==> config.mk <==
export PLATFORM = sky130hd
export DESIGN_NAME = user_obi_result_fifo_sbr
export DESIGN_NICKNAME = d
export VERILOG_FILES = /design/src/rtl/obi_pkg.sv /design/src/rtl/user_result_fifo_pkg.sv /design/src/rtl/user_result_fifo.sv /design/src/rtl/user_obi_result_fifo_sbr.sv
export SDC_FILE = /design/constraint.sdc
export NUM_CORES = 1
export LEC_CHECK = 0
export ABC_AREA = 1
export ABC_CLOCK_PERIOD_IN_PS = 4400
export CAP_MARGIN = 25
export CORE_MARGIN = 3
export CORE_UTILIZATION = 30
export DETAILED_ROUTE_END_ITERATION = 10
export PLACE_DENSITY = 0.57
export SYNTH_ARGS = -nofsm -noshare
export SYNTH_HDL_FRONTEND = slang
export SYNTH_SLANG_ARGS = --single-unit
==> constraint.sdc <==
create_clock -name clk_i -period 4.4 [get_ports clk_i]
set_input_delay 0.44 -clock clk_i [delete_from_list [all_inputs] [get_ports clk_i]]
set_output_delay 0.44 -clock clk_i [all_outputs]
set_load 0.05 [all_outputs]
==> src/rtl/obi_pkg.sv <==
// Minimal OBI type definitions: configuration record plus the default
// request/response channel structs used by the user-domain subordinates.
package obi_pkg;

   typedef struct packed {
      int unsigned AddrWidth;
      int unsigned DataWidth;
      int unsigned IdWidth;
   } obi_cfg_t;

   localparam obi_cfg_t ObiDefaultConfig = '{AddrWidth: 32, DataWidth: 32, IdWidth: 4};

   typedef struct packed {
      logic [31:0] addr;
      logic        we;
      logic [3:0]  be;
      logic [31:0] wdata;
      logic [3:0]  aid;
   } obi_a_chan_t;

   typedef struct packed {
      obi_a_chan_t a;
      logic        req;
   } obi_req_t;

   typedef struct packed {
      logic [31:0] rdata;
      logic [3:0]  rid;
      logic        err;
   } obi_r_chan_t;

   typedef struct packed {
      obi_r_chan_t r;
      logic        gnt;
      logic        rvalid;
   } obi_rsp_t;

endpackage

==> src/rtl/user_result_fifo_pkg.sv <==
// Register map and bit positions for the user-domain result FIFO subordinate.
package user_result_fifo_pkg;

   // word index taken from addr[3:2]
   typedef enum logic [1:0] {
      REG_DATA   = 2'd0,
      REG_STATUS = 2'd1,
      REG_CTRL   = 2'd2,
      REG_THRESH = 2'd3
   } reg_sel_e;

   localparam logic [3:0] OFF_DATA   = 4'h0;
   localparam logic [3:0] OFF_STATUS = 4'h4;
   localparam logic [3:0] OFF_CTRL   = 4'h8;
   localparam logic [3:0] OFF_THRESH = 4'hC;

   localparam int unsigned STATUS_EMPTY = 16;
   localparam int unsigned STATUS_FULL  = 17;
   localparam int unsigned STATUS_OVF   = 18;
   localparam int unsigned STATUS_UNF   = 19;

   localparam int unsigned CTRL_FLUSH = 0;
   localparam int unsigned CTRL_CLR   = 1;

endpackage

==> src/rtl/user_result_fifo.sv <==
// Result FIFO storage: circular buffer with free-running pointers and an
// explicit occupancy count. Push/pop qualification is done by the caller;
// flush empties the buffer and overrides any same-cycle push or pop.
module user_result_fifo #(
   parameter int unsigned Depth = 8,
   parameter int unsigned Width = 32,
   localparam int unsigned PtrW = $clog2(Depth),
   localparam int unsigned CntW = $clog2(Depth) + 1
) (
   input  logic             clk_i,
   input  logic             rst_ni,
   input  logic             push_i,
   input  logic [Width-1:0] data_i,
   input  logic             pop_i,
   input  logic             flush_i,
   output logic [Width-1:0] head_o,
   output logic [CntW-1:0]  count_o,
   output logic             full_o,
   output logic             empty_o
);

   logic [Width-1:0] mem_q [Depth];
   logic [PtrW-1:0]  wr_ptr_q, wr_ptr_d;
   logic [PtrW-1:0]  rd_ptr_q, rd_ptr_d;
   logic [CntW-1:0]  count_q, count_d;

   // next pointers and occupancy; pointers wrap naturally at Depth
   always_comb begin
      wr_ptr_d = wr_ptr_q;
      rd_ptr_d = rd_ptr_q;
      count_d  = count_q;
      if (flush_i) begin
         wr_ptr_d = '0;
         rd_ptr_d = '0;
         count_d  = '0;
      end else begin
         if (push_i) wr_ptr_d = wr_ptr_q + PtrW'(1);
         if (pop_i)  rd_ptr_d = rd_ptr_q + PtrW'(1);
         if (push_i && !pop_i)      count_d = count_q + CntW'(1);
         else if (!push_i && pop_i) count_d = count_q - CntW'(1);
      end
   end

   // pointer and count registers
   always_ff @(posedge clk_i or negedge rst_ni) begin
      if (!rst_ni) begin
         wr_ptr_q <= '0;
         rd_ptr_q <= '0;
         count_q  <= '0;
      end else begin
         wr_ptr_q <= wr_ptr_d;
         rd_ptr_q <= rd_ptr_d;
         count_q  <= count_d;
      end
   end

   // storage write; contents are only observed through a valid head
   always_ff @(posedge clk_i) begin
      if (push_i && !flush_i) mem_q[wr_ptr_q] <= data_i;
   end

   assign head_o  = mem_q[rd_ptr_q];
   assign count_o = count_q;
   assign full_o  = (count_q == CntW'(Depth));
   assign empty_o = (count_q == '0);

endmodule

==> src/rtl/user_obi_result_fifo_sbr.sv <==
// OBI subordinate that buffers valid-only compute results and lets the CPU
// drain them through DATA and monitor them through STATUS. Grant is
// combinational, the response follows one cycle later.
// Optional: define USER_RESULT_FIFO_IRQ_EN to add the THRESH register at 0xC
// and the irq_o output.
module user_obi_result_fifo_sbr
   import user_result_fifo_pkg::*;
#(
   parameter obi_pkg::obi_cfg_t ObiCfg = obi_pkg::ObiDefaultConfig,
   parameter type obi_req_t = obi_pkg::obi_req_t,
   parameter type obi_rsp_t = obi_pkg::obi_rsp_t,
   parameter int unsigned Depth = 8
) (
   input  logic                        clk_i,
   input  logic                        rst_ni,
   input  obi_req_t                    obi_req_i,
   output obi_rsp_t                    obi_rsp_o,
   input  logic [ObiCfg.DataWidth-1:0] result_i,
   input  logic                        result_valid_i,
   output logic                        fifo_full_o
`ifdef USER_RESULT_FIFO_IRQ_EN
   ,
   output logic                        irq_o
`endif
);

   localparam int unsigned DW   = ObiCfg.DataWidth;
   localparam int unsigned IW   = ObiCfg.IdWidth;
   localparam int unsigned CntW = $clog2(Depth) + 1;

   logic            hs, is_wr, ctrl_wr, data_rd;
   reg_sel_e        sel;
   logic [CntW-1:0] count;
   logic [DW-1:0]   head, status;
   logic            full, empty;
   logic            pop, push, flush, clr, ovf_set, unf_set;
   logic            ovf_q, ovf_d, unf_q, unf_d;
   logic            rvalid_q, rvalid_d, err_q, err_d;
   logic [DW-1:0]   rdata_q, rdata_d;
   logic [IW-1:0]   rid_q, rid_d;
   logic            unused_req;

   assign hs         = obi_req_i.req;
   assign is_wr      = obi_req_i.a.we;
   assign sel        = reg_sel_e'(obi_req_i.a.addr[3:2]);
   assign unused_req = ^obi_req_i;

   user_result_fifo #(
      .Depth (Depth),
      .Width (DW)
   ) i_fifo (
      .clk_i   (clk_i),
      .rst_ni  (rst_ni),
      .push_i  (push),
      .data_i  (result_i),
      .pop_i   (pop),
      .flush_i (flush),
      .head_o  (head),
      .count_o (count),
      .full_o  (full),
      .empty_o (empty)
   );

   // side effects of the granted request and of the result stream
   always_comb begin
      ctrl_wr = hs && is_wr && (sel == REG_CTRL) && obi_req_i.a.be[0];
      flush   = ctrl_wr && obi_req_i.a.wdata[CTRL_FLUSH];
      clr     = ctrl_wr && obi_req_i.a.wdata[CTRL_CLR];
      data_rd = hs && !is_wr && (sel == REG_DATA);
      pop     = data_rd && !empty;
      unf_set = data_rd && empty;
      // a pop in the same cycle frees the slot a full FIFO needs;
      // a flush silently discards the incoming result
      push    = result_valid_i && !flush && (!full || pop);
      ovf_set = result_valid_i && !flush && full && !pop;
      // a new event wins over a same-cycle clear
      ovf_d   = ovf_set || (ovf_q && !clr);
      unf_d   = unf_set || (unf_q && !clr);
   end

   // STATUS word assembled from the current state
   always_comb begin
      status               = '0;
      status[CntW-1:0]     = count;
      status[STATUS_EMPTY] = empty;
      status[STATUS_FULL]  = full;
      status[STATUS_OVF]   = ovf_q;
      status[STATUS_UNF]   = unf_q;
   end

`ifdef USER_RESULT_FIFO_IRQ_EN
   logic [CntW-1:0] thresh_q, thresh_d;
   logic            irq_q, irq_d;

   // threshold register and level/overflow interrupt
   always_comb begin
      thresh_d = thresh_q;
      if (hs && is_wr && (sel == REG_THRESH) && obi_req_i.a.be[0]) begin
         thresh_d = obi_req_i.a.wdata[CntW-1:0];
      end
      irq_d = (count >= thresh_q) || ovf_q;
   end

   // interrupt state registers
   always_ff @(posedge clk_i or negedge rst_ni) begin
      if (!rst_ni) begin
         thresh_q <= CntW'(Depth);
         irq_q    <= 1'b0;
      end else begin
         thresh_q <= thresh_d;
         irq_q    <= irq_d;
      end
   end

   assign irq_o = irq_q;
`endif

   // response payload for the request granted this cycle
   always_comb begin
      rvalid_d = hs;
      rid_d    = hs ? obi_req_i.a.aid : rid_q;
      rdata_d  = '0;
      err_d    = 1'b0;
      if (hs) begin
         if (is_wr) begin
            err_d = (sel == REG_DATA) || (sel == REG_STATUS);
         end else begin
            case (sel)
               REG_DATA:   rdata_d = empty ? '0 : head;
               REG_STATUS: rdata_d = status;
`ifdef USER_RESULT_FIFO_IRQ_EN
               REG_THRESH: rdata_d = DW'(thresh_q);
`endif
               default:    rdata_d = '0;
            endcase
         end
      end
   end

   // sticky flags and registered response
   always_ff @(posedge clk_i or negedge rst_ni) begin
      if (!rst_ni) begin
         ovf_q    <= 1'b0;
         unf_q    <= 1'b0;
         rvalid_q <= 1'b0;
         rid_q    <= '0;
         rdata_q  <= '0;
         err_q    <= 1'b0;
      end else begin
         ovf_q    <= ovf_d;
         unf_q    <= unf_d;
         rvalid_q <= rvalid_d;
         rid_q    <= rid_d;
         rdata_q  <= rdata_d;
         err_q    <= err_d;
      end
   end

   // drive the response struct; no wait states
   always_comb begin
      obi_rsp_o         = '0;
      obi_rsp_o.gnt     = obi_req_i.req;
      obi_rsp_o.rvalid  = rvalid_q;
      obi_rsp_o.r.rdata = rdata_q;
      obi_rsp_o.r.rid   = rid_q;
      obi_rsp_o.r.err   = err_q;
   end

   assign fifo_full_o = full;

endmodule

After elaboration in Yosys (flattened, before gate mapping):

Memory sizes are Yosys's and may differ from the RTL's.
Index checks and enable logic that the tools add are counted.

* add/subtract/negate cells: 4
* equality and inequality tests: 3
* multiplexer cells: 15
* reductions and logical operators: 34

Operators by type and width (number)
* $mux W32: 3
* $pmux W32 S2: 1
* $logic_and A1 B1 Y1: 18
* $mux W3: 4
* $mux W4: 3
* $logic_not A1 Y1: 7
* $add A3 B1 Y3 const B: 2
* $add A4 B1 Y4 const B: 1
* $eq A4 B4 Y1 const B: 1
* $logic_not A4 Y1: 1
* $logic_or A1 B1 Y1: 4
* $mux W1: 4
* $reduce_bool A2 Y1: 2
* $sub A4 B1 Y4 const B: 1
* $reduce_bool A3 Y1: 1
* $eq A2 B1 Y1 const B: 1
* $eq A2 B2 Y1 const B: 1
* $logic_not A2 Y1: 1

* register bits after elaboration: 50
* memory bits (writable): 256
* input port bits: 109
* output and inout port bits: 40
* word-level logic and storage cells: 66
* memories kept: 1

Memory list
* i_fifo.mem_q: depth 8, width 32, read ports 1, clocked after Yosys merged registers in 0, wr ports 1, line user_result_fifo.sv:22 `logic [Width-1:0] mem_q [Depth];`

Longest topological paths before layout:

Gate-level depths: netlist of run 1.

* word-level depth: 12
* mapped depth: 15
* mapped depth without buffers: 15

Modules after synthesis:

From an unflattened synthesis of run 1, not the netlist that was laid out.

* cell total of the unflattened synthesis: 1093
* area total of the unflattened synthesis: 12405.6 µm²

By module, submodules not included
* user_result_fifo: instances 1, cells an instance 941, area each 10915.5 µm²
* user_obi_result_fifo_sbr: instances 1, cells an instance 152, area each 1490.2 µm²

Worst setup path before layout of run 1:

Ideal clock, no wire load.

* path type: input -> register
* start: input port obi_req_i[0] (netlist bit)
* end: memory i_fifo.mem_q[0][0], enable pin
* setup time: 0.421 ns
* arrival: 2.512 ns
* data required time: 3.979 ns
* setup slack: 1.467 ns
* cell stages on the path: 8
* buffers on the path: 1
* path through: buf_4 -> nand2_2 -> nor2_4 -> nand3_4 -> nand2_4 -> nor2_4 -> nand2_1 -> nor2_1

* longest elaborated chain between the ends: 10
* elaborated cells on any way between the ends: 14
* those cells by class: mux: 2; reduce/logical: 12

Ends and longest elaborated chain
* from (decl): line user_obi_result_fifo_sbr.sv:16 `input obi_req_t obi_req_i,`
* $logic_and A1 B1 Y1 (3 in a row): line user_obi_result_fifo_sbr.sv:66 `ctrl_wr = hs && is_wr && (sel == REG_CTRL) && obi_req_i.a.be[0];`
* $logic_and A1 B1 Y1: line user_obi_result_fifo_sbr.sv:67 `flush = ctrl_wr && obi_req_i.a.wdata[CTRL_FLUSH];`
* $logic_not A1 Y1: line user_result_fifo.sv:59, user_obi_result_fifo_sbr.sv:74
* $logic_and A1 B1 Y1 (2 in a row): line user_obi_result_fifo_sbr.sv:74 `push = result_valid_i && !flush && (!full || pop);`
* $logic_and A1 B1 Y1 (*): line user_result_fifo.sv:59 `if (push_i && !flush_i) mem_q[wr_ptr_q] <= data_i;`
* $mux W1 (*): line user_result_fifo.sv:59
* $mux W1 (implied by the code) (*): line user_result_fifo.sv:59
* to (decl): line user_result_fifo.sv:22

Every way passes the cells marked *; elsewhere a longest branch is shown, timed or not.

Worst setup path in the final report of run 1:

* start: register i_fifo.count_q[0], in the netlist i_fifo.count_o[0]
* end: output port fifo_full_o

* longest elaborated chain between the ends: 1

Ends and longest elaborated chain
* from (decl): line user_result_fifo.sv:25 `logic [CntW-1:0] count_q, count_d;`
* from (signal assigned): line user_result_fifo.sv:53 `count_q <= count_d;`
* $eq A4 B4 Y1: line user_result_fifo.sv:64 `assign full_o = (count_q == CntW'(Depth));`
* to (decl): line user_obi_result_fifo_sbr.sv:20 `output logic fifo_full_o`

Every way passes these cells.

==> impl_metrics.json, run 1 <==
{
  "status": "finished clean",
  "finalHoldViolCount": 0,
  "drv_slew": 0,
  "gp_congestion": 0.7266,
  "dp_cells": 1466,
  "cts_tree": "built",
  "tns_ps": 0,
  "cp_data_arrival_time_ps": 2300,
  "skew_ps": 14.18,
  "grt-ovfl-total": 0,
  "drc_errors": 0,
  "drive_above_1_share_pct": 10.06,
  "rrSetupSlack_ps": 1720,
  "synth-async-reset-ratio_pct": 16.34,
  "area_growth_pct": 20.06,
  "synth_edf_count": 256,
  "dr.pass1.iters": 4,
  "final_area_mm2": 0.01428,
  "path_class": "flip-flop to output port",
  "clkSlewWorstSetupHoldPaths_ps": 60,
  "ios": 149,
  "cts.htree.levels": 1,
  "instances_no_fill": 1522,
  "post_cts_buffers": 0,
  "cpPeakStageDelay_ps": 800,
  "pwr_density_cell_mw_per_mm2": 602.9,
  "ir_drop_mv": 0.3456,
  "rsz0062_at_grt": "no",
  "dp_hpwl_um": 15050,
  "worstPathRequired_ps": 3960,
  "period_needed_ps": 2739,
  "io_buffers": 85,
  "worst_slew_pin_slew_ps": 946.5,
  "synth_nets": 1014,
  "hold_ws_ps": 37.46,
  "critPathBufInv": 2,
  "antenna_left": 0,
  "grt_max_degree": 78,
  "drt_wl_total_um": 27170,
  "worst-path-max-fanout": 6,
  "synth_area_mm2": 0.01190,
  "drt_iter0_markers": 599,
  "die_y_um": 205.1,
  "num_rows": 72,
  "ys.flop_type": "edfxtp_1",
  "end_kind": "output port",
  "core_mm2": 0.03892,
  "vias": 7226,
  "crit_chain": "nor2_1, nand3_2, inv_1, clkdlybuf4s50_1",
  "synth_cell_types": 33,
  "syn_avg_cell_area_um2": 13.22,
  "viasPerCell": 4.748,
  "grt_pass1_wl_um": 41980,
  "place_ws_ps": 1169,
  "cp_slowest_cell": "clkdlybuf4s50_1",
  "max-slew-margin-rel_pct": 36.81,
  "path_delay_family": "buffers and inverters",
  "worst_hold_path_type": "primary input to asynchronous set/reset pin",
  "start_kind": "flip-flop",
  "dpl_cell_area_mm2": 0.01334,
  "hold_buffers": 0,
  "cts_buffers": 30,
  "setup_ws_ps": 1661,
  "insertedDiodeCount": 0,
  "wl_per_cell_um": 17.85,
  "synthCells": 900,
  "grtUsageTotal_pct": 12.84,
  "antenna_found_initial": 1,
  "grt_pass1_vias": 7211,
  "clk_latency_ps": 560,
  "p_leak_uw": 0.004877,
  "cts_resized": 0,
  "die_w_um": 205.1,
  "max_cap_viol_count": 0,
  "die_area_mm2": 0.04208,
  "ys_warn_count": 0,
  "ys_seq_elements": 306,
  "clockBufferDepth": 3,
  "cts.sinks": 306,
  "setup_viol": 0,
  "root_buffer": "clkbuf_16",
  "nets": 1094,
  "ys_seq_area_share_pct": 75.14,
  "fin_crit_sh_pct": 62.25,
  "max_freq_mhz": 365.1,
  "initial_core_util_pct": 30.57
}
-- cells by family (layout without fill, tap and decap cells) --
kind of cell	count (synthesis)	count (layout)	synth area share, %
compound gates	239	239	11.04
mux	4	4	0.3786
flops	306	306	75.14
fa+ha+maj	5	5	0.5891
buf+inv	77	181	3.208
simple gates	268	268	9.561
xor+xnor	1	1	0.07364
-- layout by cell type, fill, tap and decap left out, drive strengths merged --
master         synthesis  routed
clkdlybuf4s50          0      84
ha                     4       4
o21a                   1       1
clkbuf                24      41
o21ai                161     161
inv                   22      21
clkinv                 0      14
bufinv                 0       1
o211ai                16      16
nand3                 21      21
a21oi                 12      12
nand2                 36      36
mux2                   4       4
xor2                   1       1
nor2                 209     209
clkinvlp               0       1
nand4                  1       1
fa                     1       1
buf                   31      19
o22ai                 48      48
o32ai                  1       1
and3                   1       1
edfxtp               256     256
dfrtp                 50      50
-- layout make-up --
cell class | count | area [um^2]
fill | 3738 | 24640
inverter | 22 | 85.08
timing repair buffer | 103 | 1031
clock buffer | 41 | 822.0
tap | 518 | 648.1
multi-input combinational | 517 | 2635
sequential | 306 | 8944
clock inverter | 15 | 116.4
-- worst register-to-register path, stage by stage, from the launching register on --
cell and delay (ps):
dfrtp_4 710, inv_4 720, buf_4 520, o21ai_0 130
o22ai_1 170, o21ai_0 90, nor2_1 240
-- through the flow --
step | total power [uW] | utilization (%)
6_report | 8610 | 36.70
5_1_grt | 9117 | 36.70
4_1_cts | 8703 | 36.70
3_5_place_dp | 6265 | 34.29
3_3_place_gp | 6223 | 34.29
2_1_floorplan | 5509 | -
-- flip-flops by register name, summed over array words and instances (netlist names) --
name and count:
i_fifo.mem_q 256, unf_q 1, i_fifo.count_o 4, rdata_q 32
rid_q 4, i_fifo.wr_ptr_q 3, err_q 1, rvalid_q 1
ovf_q 1, i_fifo.rd_ptr_q 3
-- path summary, 6_finish.rpt --
path	from	to	cells after the start
worst max-delay path	i_fifo.count_o[0]$_DFFE_PN0P_	fifo_full_o	4
worst min-delay path	rst_ni	err_q$_DFF_PN0_	2
worst max register to register	i_fifo.rd_ptr_q[0]$_DFFE_PN0P_	rdata_q[13]$_DFF_PN0_	6
worst min register to register	rid_q[2]$_DFFE_PN0P_	rid_q[2]$_DFFE_PN0P_	1
max in group asynchronous	rst_ni	i_fifo.rd_ptr_q[0]$_DFFE_PN0P_	2
min in group clk_i	rid_q[2]$_DFFE_PN0P_	rid_q[2]$_DFFE_PN0P_	1
-- report_power, final --
part	switching (uW)	leakage (uW)	total (uW)	internal, uW
Clock	1060	0.000460	2430	1370
Combinational	1610	0.00144	2330	720
Sequential	261	0.00298	3840	3580
-- synthesized netlist by cell type (5+ instances only) --
| cell type | instances | area (um^2) |
|---|---|---|
| a21oi_1 | 12 | 60.06 |
| o22ai_1 | 48 | 300.3 |
| buf_2 | 15 | 75.07 |
| dfrtp_1 | 50 | 1251 |
| clkbuf_1 | 24 | 90.09 |
| nand3_1 | 18 | 90.09 |
| o21ai_0 | 128 | 640.6 |
| o21ai_1 | 30 | 150.1 |
| o211ai_1 | 16 | 120.1 |
| buf_4 | 11 | 82.58 |
| nand2_1 | 28 | 105.1 |
| edfxtp_1 | 256 | 7687 |
| nand2_2 | 5 | 31.28 |
| nor2_1 | 204 | 765.7 |
| inv_1 | 18 | 67.56 |
-- routing by layer --
metal	global-route usage [%]	up-vias	routed length, um
met2	21.54	177	12930
met5	0	-	20
met1	17.52	3574	12190
met3	2.241	44	1513
met4	2.831	2	522
li1	-	3429	-
Note: power is estimated with default switching activity, not from simulation.
==> inputs of run 2 (changes only) <==
ABC_CLOCK_PERIOD_IN_PS = 2530   (was 4400)
clock period = 2.53 ns   (was 4.4 ns; I/O delays follow)
==> run 2 against run 1 <==
Net effect: hold slack improved by 320 ps; non-clock buffer count up 15; via count fell by 0.19%; critical path type unchanged; critical endpoint unchanged; largest cell class unchanged; highest routed layer unchanged.
==> impl_metrics.json, run 2 (synthesized netlist as in run 1, its figures left out) <==
{
  "root_buffer": "clkbuf_16",
  "vias": 7212,
  "pwr-share-comb_pct": 28.8,
  "clk_latency_ps": 520,
  "initial_core_util_pct": 30.57,
  "hold_ws_ps": 361.0,
  "cts.htree.levels": 2,
  "switching_share_pct": 33.05,
  "insertedDiodeCount": 0,
  "end_kind": "output port",
  "die_y_um": 205.1,
  "place_ws_ps": 134.3,
  "reg2reg_to": "i_fifo.count_o[3]$_DFFE_PN0P_",
  "hold_path_depth": 2,
  "fin_crit_sh_pct": 88.02,
  "regMostFlops": "i_fifo.mem_q",
  "setup_viol": 0,
  "pwr_density_cell_mw_per_mm2": 1073,
  "max-slew-margin-rel_pct": 50.39,
  "core_mm2": 0.03892,
  "ir_drop_mv": 0.5208,
  "total_power_uw": 15850,
  "worst_hold_path_type": "primary input to flip-flop",
  "drt_wl_total_um": 27390,
  "cts_tree": "built",
  "cts_buffers": 34,
  "start_kind": "flip-flop",
  "largest_register_ffs": 256,
  "fill_cells": 3662,
  "nets": 1113,
  "gp_congestion": 0.7242,
  "grt_pass1_wl_um": 41880,
  "final_common_cell": "edfxtp_1",
  "grt_max_degree": 130,
  "cts.sinks": 306,
  "die_w_um": 205.1,
  "clockBufferDepth": 3,
  "crit_chain": "nor2_1, nand3_2, inv_1, dlygate4sd2_1",
  "path_class": "flip-flop to output port",
  "clkSlewWorstSetupHoldPaths_ps": 60,
  "worstPathRequired_ps": 2280,
  "max_freq_mhz": 449.0,
  "num_rows": 72,
  "crit-reg2reg-launch": "i_fifo.count_o[0]$_DFFE_PN0P_",
  "dr.pass1.iters": 7,
  "largestRegisters": "i_fifo.mem_q x256, rdata_q x32",
  "io_buffers": 85,
  "grt_pass1_vias": 7066,
  "pwr-share-seq_pct": 40.8,
  "post-route-util_pct": 37.95,
  "status": "finished clean",
  "die_area_mm2": 0.04208,
  "worst_slew_pin_slew_ps": 744.2,
  "antenna_left": 0,
  "drv_slew": 0,
  "cp_slowest_cell": "dlygate4sd2_1",
  "drt_iter0_markers": 523,
  "hp-start": "obi_req_i[3]",
  "finalHoldViolCount": 0,
  "viasPerCell": 4.674,
  "area_growth_pct": 24.17,
  "cp_data_arrival_time_ps": 1970,
  "drive_above_1_share_pct": 12.10,
  "intPower_uw": 10610,
  "hold_path_end": "rid_q[2]$_DFFE_PN0P_",
  "ios": 149,
  "antenna_found_initial": 2,
  "p_leak_uw": 0.005089,
  "rrSetupSlack_ps": 500,
  "dp_hpwl_um": 15100,
  "skew_ps": 10.18,
  "setup_ws_ps": 303.0,
  "max_cap_viol_count": 0,
  "grtUsageTotal_pct": 12.99,
  "reg2regPathDepth": 13,
  "wl_per_cell_um": 17.75,
  "worst-path-max-fanout": 6,
  "grt-ovfl-total": 0,
  "period_needed_ps": 2227,
  "crit_path_start": "i_fifo.count_o[0]$_DFFE_PN0P_",
  "power.switching_uw": 5240,
  "final_cell_mix": "256 x edfxtp_1, 196 x nor2_1, 128 x o21ai_0",
  "rsz0062_at_grt": "no",
  "clock_power_share_pct": 30.3,
  "drc_errors": 0,
  "cpPeakStageDelay_ps": 540
}
-- run 2: changes by cell type in the layout (fill, tap and decap cells not counted), moves of 2 or more --
cell        before  now
clkbuf_16       30   34
inv_6            0    2
clkinv_1         5    2
buf_4           14   11
clkinvlp_4       1    4
bufinv_16        1    3
buf_12           4   21
clkinv_4         2    0
-- run 2: worst max-delay path by stage --
stage                                               end
after CTS                                   fifo_full_o
after detailed placement  i_fifo.mem_q[1][21]$_DFFE_PP_
final                                       fifo_full_o
after floorplan            i_fifo.mem_q[0][0]$_DFFE_PP_
after global placement    i_fifo.mem_q[0][21]$_DFFE_PP_
after global routing                        fifo_full_o
-- run 2: stage by stage --
stage	instances	cell area, um^2	TNS [ps]
6_report	1543	14770	0
5_1_grt	1543	14770	0
4_1_cts	1543	14770	0
3_5_place_dp	1480	13660	0
3_3_place_gp	1480	13660	0
2_1_floorplan	900	11900	-53770
-- run 2: area by class of cell --
class	count	area [um^2]	area share, %
clock buffers	43	904.6	6.125
clock inverters	19	196.4	1.330
inverters	22	85.08	0.5760
multi-input cells	517	2635	17.84
well taps	518	648.1	4.388
repair buffers	118	1358	9.191
flip-flops and latches	306	8944	60.55
-- run 2: power by group through the flow --
stage	logic, uW	registers [uW]	clock network (uW)
after floorplan	2910	6670	0
after global placement	4560	6570	0
after detailed placement	4630	6580	0
after CTS	4640	6480	4950
after global routing	5090	6530	5170
final	4570	6470	4810
-- run 2: timing repair --
| action | in CTS | in global routing |
|---|---|---|
| setup endpoints to repair | 1 | 0 |
| resized for setup | 1 | 0 |
| hold buffers | 1 | 0 |
| endpoints found under the hold margin | 50 | 0 |
| setup buffers | 0 | 0 |
-- run 2: critical path: cells and delay by family (launching register included) --
family | cells | cell delay, ps
buffers and inverters | 2 | 640
and+or+nand+nor | 2 | 380
DFF | 1 | 450
-- run 2: per-layer routing --
layer | GRT usage (%) | vias to the layer above | part of all wire (%)
met4 | 3.222 | 4 | 1.6
met2 | 20.79 | 216 | 47
met5 | 0 | - | 0.084
li1 | - | 3469 | -
met3 | 2.908 | 39 | 6.4
met1 | 18.01 | 3484 | 45
==> inputs of run 3 (changes only) <==
CELL_PAD_IN_SITES_DETAIL_PLACEMENT = 1   (was not set)
CELL_PAD_IN_SITES_GLOBAL_PLACEMENT = 2   (was not set)
GPL_ROUTABILITY_DRIVEN = 0   (was not set)
PLACE_DENSITY = 0.74   (was 0.57)
==> run 3 against run 2 <==
Net effect: worst setup slack worse by 35 ps; final cell count is 0.84% higher; total power is 2.9% higher; wire length is 12% higher; first-iteration DRC count is 37% lower; fmax is 1.6% lower; clock power is 5.8% higher; critical path type unchanged; clock-buffer cell count stayed put; combinational power is 4% higher; sequential share of layout area is 0.39 points lower; non-clock buffer count is 11 higher; largest power group unchanged; global-route usage is 1.7 points higher.
==> impl_metrics.json, run 3 (synthesized netlist as in run 1, its figures left out) <==
{
  "status": "finished clean",
  "fill_cells": 4078,
  "initial_core_util_pct": 30.57,
  "dr_wl_met2_um": 16000,
  "final_cell_mix": "256 x edfxtp_1, 196 x nor2_1, 128 x o21ai_0",
  "max_freq_mhz": 442.0,
  "max_cap_viol_count": 0,
  "viasPerCell": 4.837,
  "rsz0062_at_grt": "no",
  "grt_pass1_wl_um": 47580,
  "instances_no_fill": 1556,
  "m1WireLength_um": 13080,
  "pwr-share-seq_pct": 39.7,
  "rrSetupSlack_ps": 340,
  "clockBufferDepth": 3,
  "final_common_cell": "edfxtp_1",
  "intPower_uw": 10850,
  "regMostFlops": "i_fifo.mem_q",
  "place_ws_ps": 85.49,
  "num_rows": 72,
  "final_area_mm2": 0.01487,
  "largest_register_ffs": 256,
  "root_buffer": "clkbuf_16",
  "dp_hpwl_um": 18530,
  "grt-ovfl-total": 0,
  "setup_ws_ps": 267.5,
  "hold_ws_ps": 319.6,
  "io_buffers": 85,
  "wl_per_cell_um": 19.79,
  "cts_buffers": 35,
  "post_cts_buffers": 0,
  "clkSlewWorstSetupHoldPaths_ps": 60,
  "die_w_um": 205.1,
  "cp_data_arrival_time_ps": 2010,
  "nets": 1125,
  "clock_power_share_pct": 31.2,
  "finalHoldViolCount": 0,
  "cts_tree": "built",
  "cts.htree.levels": 2,
  "pwr-share-comb_pct": 29.1,
  "skew_ps": 14.42,
  "pwr_density_cell_mw_per_mm2": 1097,
  "grtUsageTotal_pct": 14.74,
  "top_layer": "met5",
  "worstPathRequired_ps": 2280,
  "period_needed_ps": 2262,
  "insertedDiodeCount": 0,
  "grt_pass1_vias": 8105,
  "die_y_um": 205.1,
  "ir_drop_mv": 0.4780,
  "clk_latency_ps": 510,
  "drc_errors": 0,
  "power.switching_uw": 5460,
  "largestRegisters": "i_fifo.mem_q x256, rdata_q x32",
  "vias": 7527,
  "core_mm2": 0.03892,
  "end_kind": "output port",
  "setup_viol": 0,
  "start_kind": "flip-flop",
  "area_growth_pct": 24.98,
  "switching_share_pct": 33.47,
  "drt_iter0_markers": 330,
  "antenna_left": 0,
  "worst_slew_pin_slew_ps": 666.8,
  "grt_max_degree": 56,
  "dp_cells": 1491,
  "max-slew-margin-rel_pct": 55.55,
  "die_area_mm2": 0.04208,
  "drt_wl_total_um": 30790,
  "route.met3.wl_um": 1104,
  "total_power_uw": 16310,
  "path_class": "flip-flop to output port",
  "fin_crit_sh_pct": 89.43,
  "cts.sinks": 306,
  "p_leak_uw": 0.005178,
  "antenna_found_initial": 1,
  "ios": 149,
  "dr.pass1.iters": 4,
  "worst_hold_path_type": "primary input to asynchronous set/reset pin",
  "drv_slew": 0,
  "dpl_cell_area_mm2": 0.01369,
  "drive_above_1_share_pct": 12.91,
  "worst-path-max-fanout": 5
}
==> run 3: power by group through the flow <==
stage	Sequential [uW]	Clock (uW)	Combinational (uW)
2_1_floorplan	6670	0	2910
3_3_place_gp	6550	0	4700
3_5_place_dp	6580	0	4810
4_1_cts	6480	5240	4850
5_1_grt	6540	5450	5300
6_report	6470	5090	4750
==> run 3: critical path, cell delays in order, from the launching register on <==
cell           delay [ps]
dfrtp_1               440
nor2_1                230
nand3_2               180
inv_1                 120
dlygate4sd2_1         540
==> run 3: path summary, 6_finish.rpt <==
kind / startpoint / to / depth (start not counted)
worst max-delay path: i_fifo.count_o[1]$_DFFE_PN0P_ / fifo_full_o / 4
worst min-delay path: rst_ni / rid_q[1]$_DFFE_PN0P_ / 2
worst max register to register: i_fifo.count_o[1]$_DFFE_PN0P_ / i_fifo.count_o[3]$_DFFE_PN0P_ / 13
worst min register to register: rid_q[1]$_DFFE_PN0P_ / rid_q[1]$_DFFE_PN0P_ / 1
max in group asynchronous: rst_ni / rdata_q[12]$_DFF_PN0_ / 3
min in group clk_i: obi_req_i[2] / rid_q[1]$_DFFE_PN0P_ / 2
==> run 3: timing repair <==
action                                  CTS  global route
resized for setup                         1             0
endpoints found under the setup margin    1             0
endpoints found under the hold margin    20             0
hold buffers                              1             0
==> run 3: area by class of cell <==
cell class	instances	area, um^2	area share [%]
clock buffer	43	947.2	6.371
tap	518	648.1	4.360
inverter	22	85.08	0.5723
timing repair buffer	129	1390	9.350
clock inverter	21	217.7	1.464
multi-input combinational	517	2635	17.72
sequential	306	8944	60.16
==> run 3: metal layers <==
metal / track usage (%) / vias up
met2: 26.88 / 124
met1: 18.20 / 3865
met4: 3.539 / 2
met3: 2.431 / 42
met5: 0 / -
li1: - / 3494
==> run 3: stage by stage <==
step,util (%),TNS (ps)
3_5_place_dp,35.19,0
3_3_place_gp,35.19,0
2_1_floorplan,-,-53770
5_1_grt,38.20,0
4_1_cts,38.20,0
6_report,38.20,0
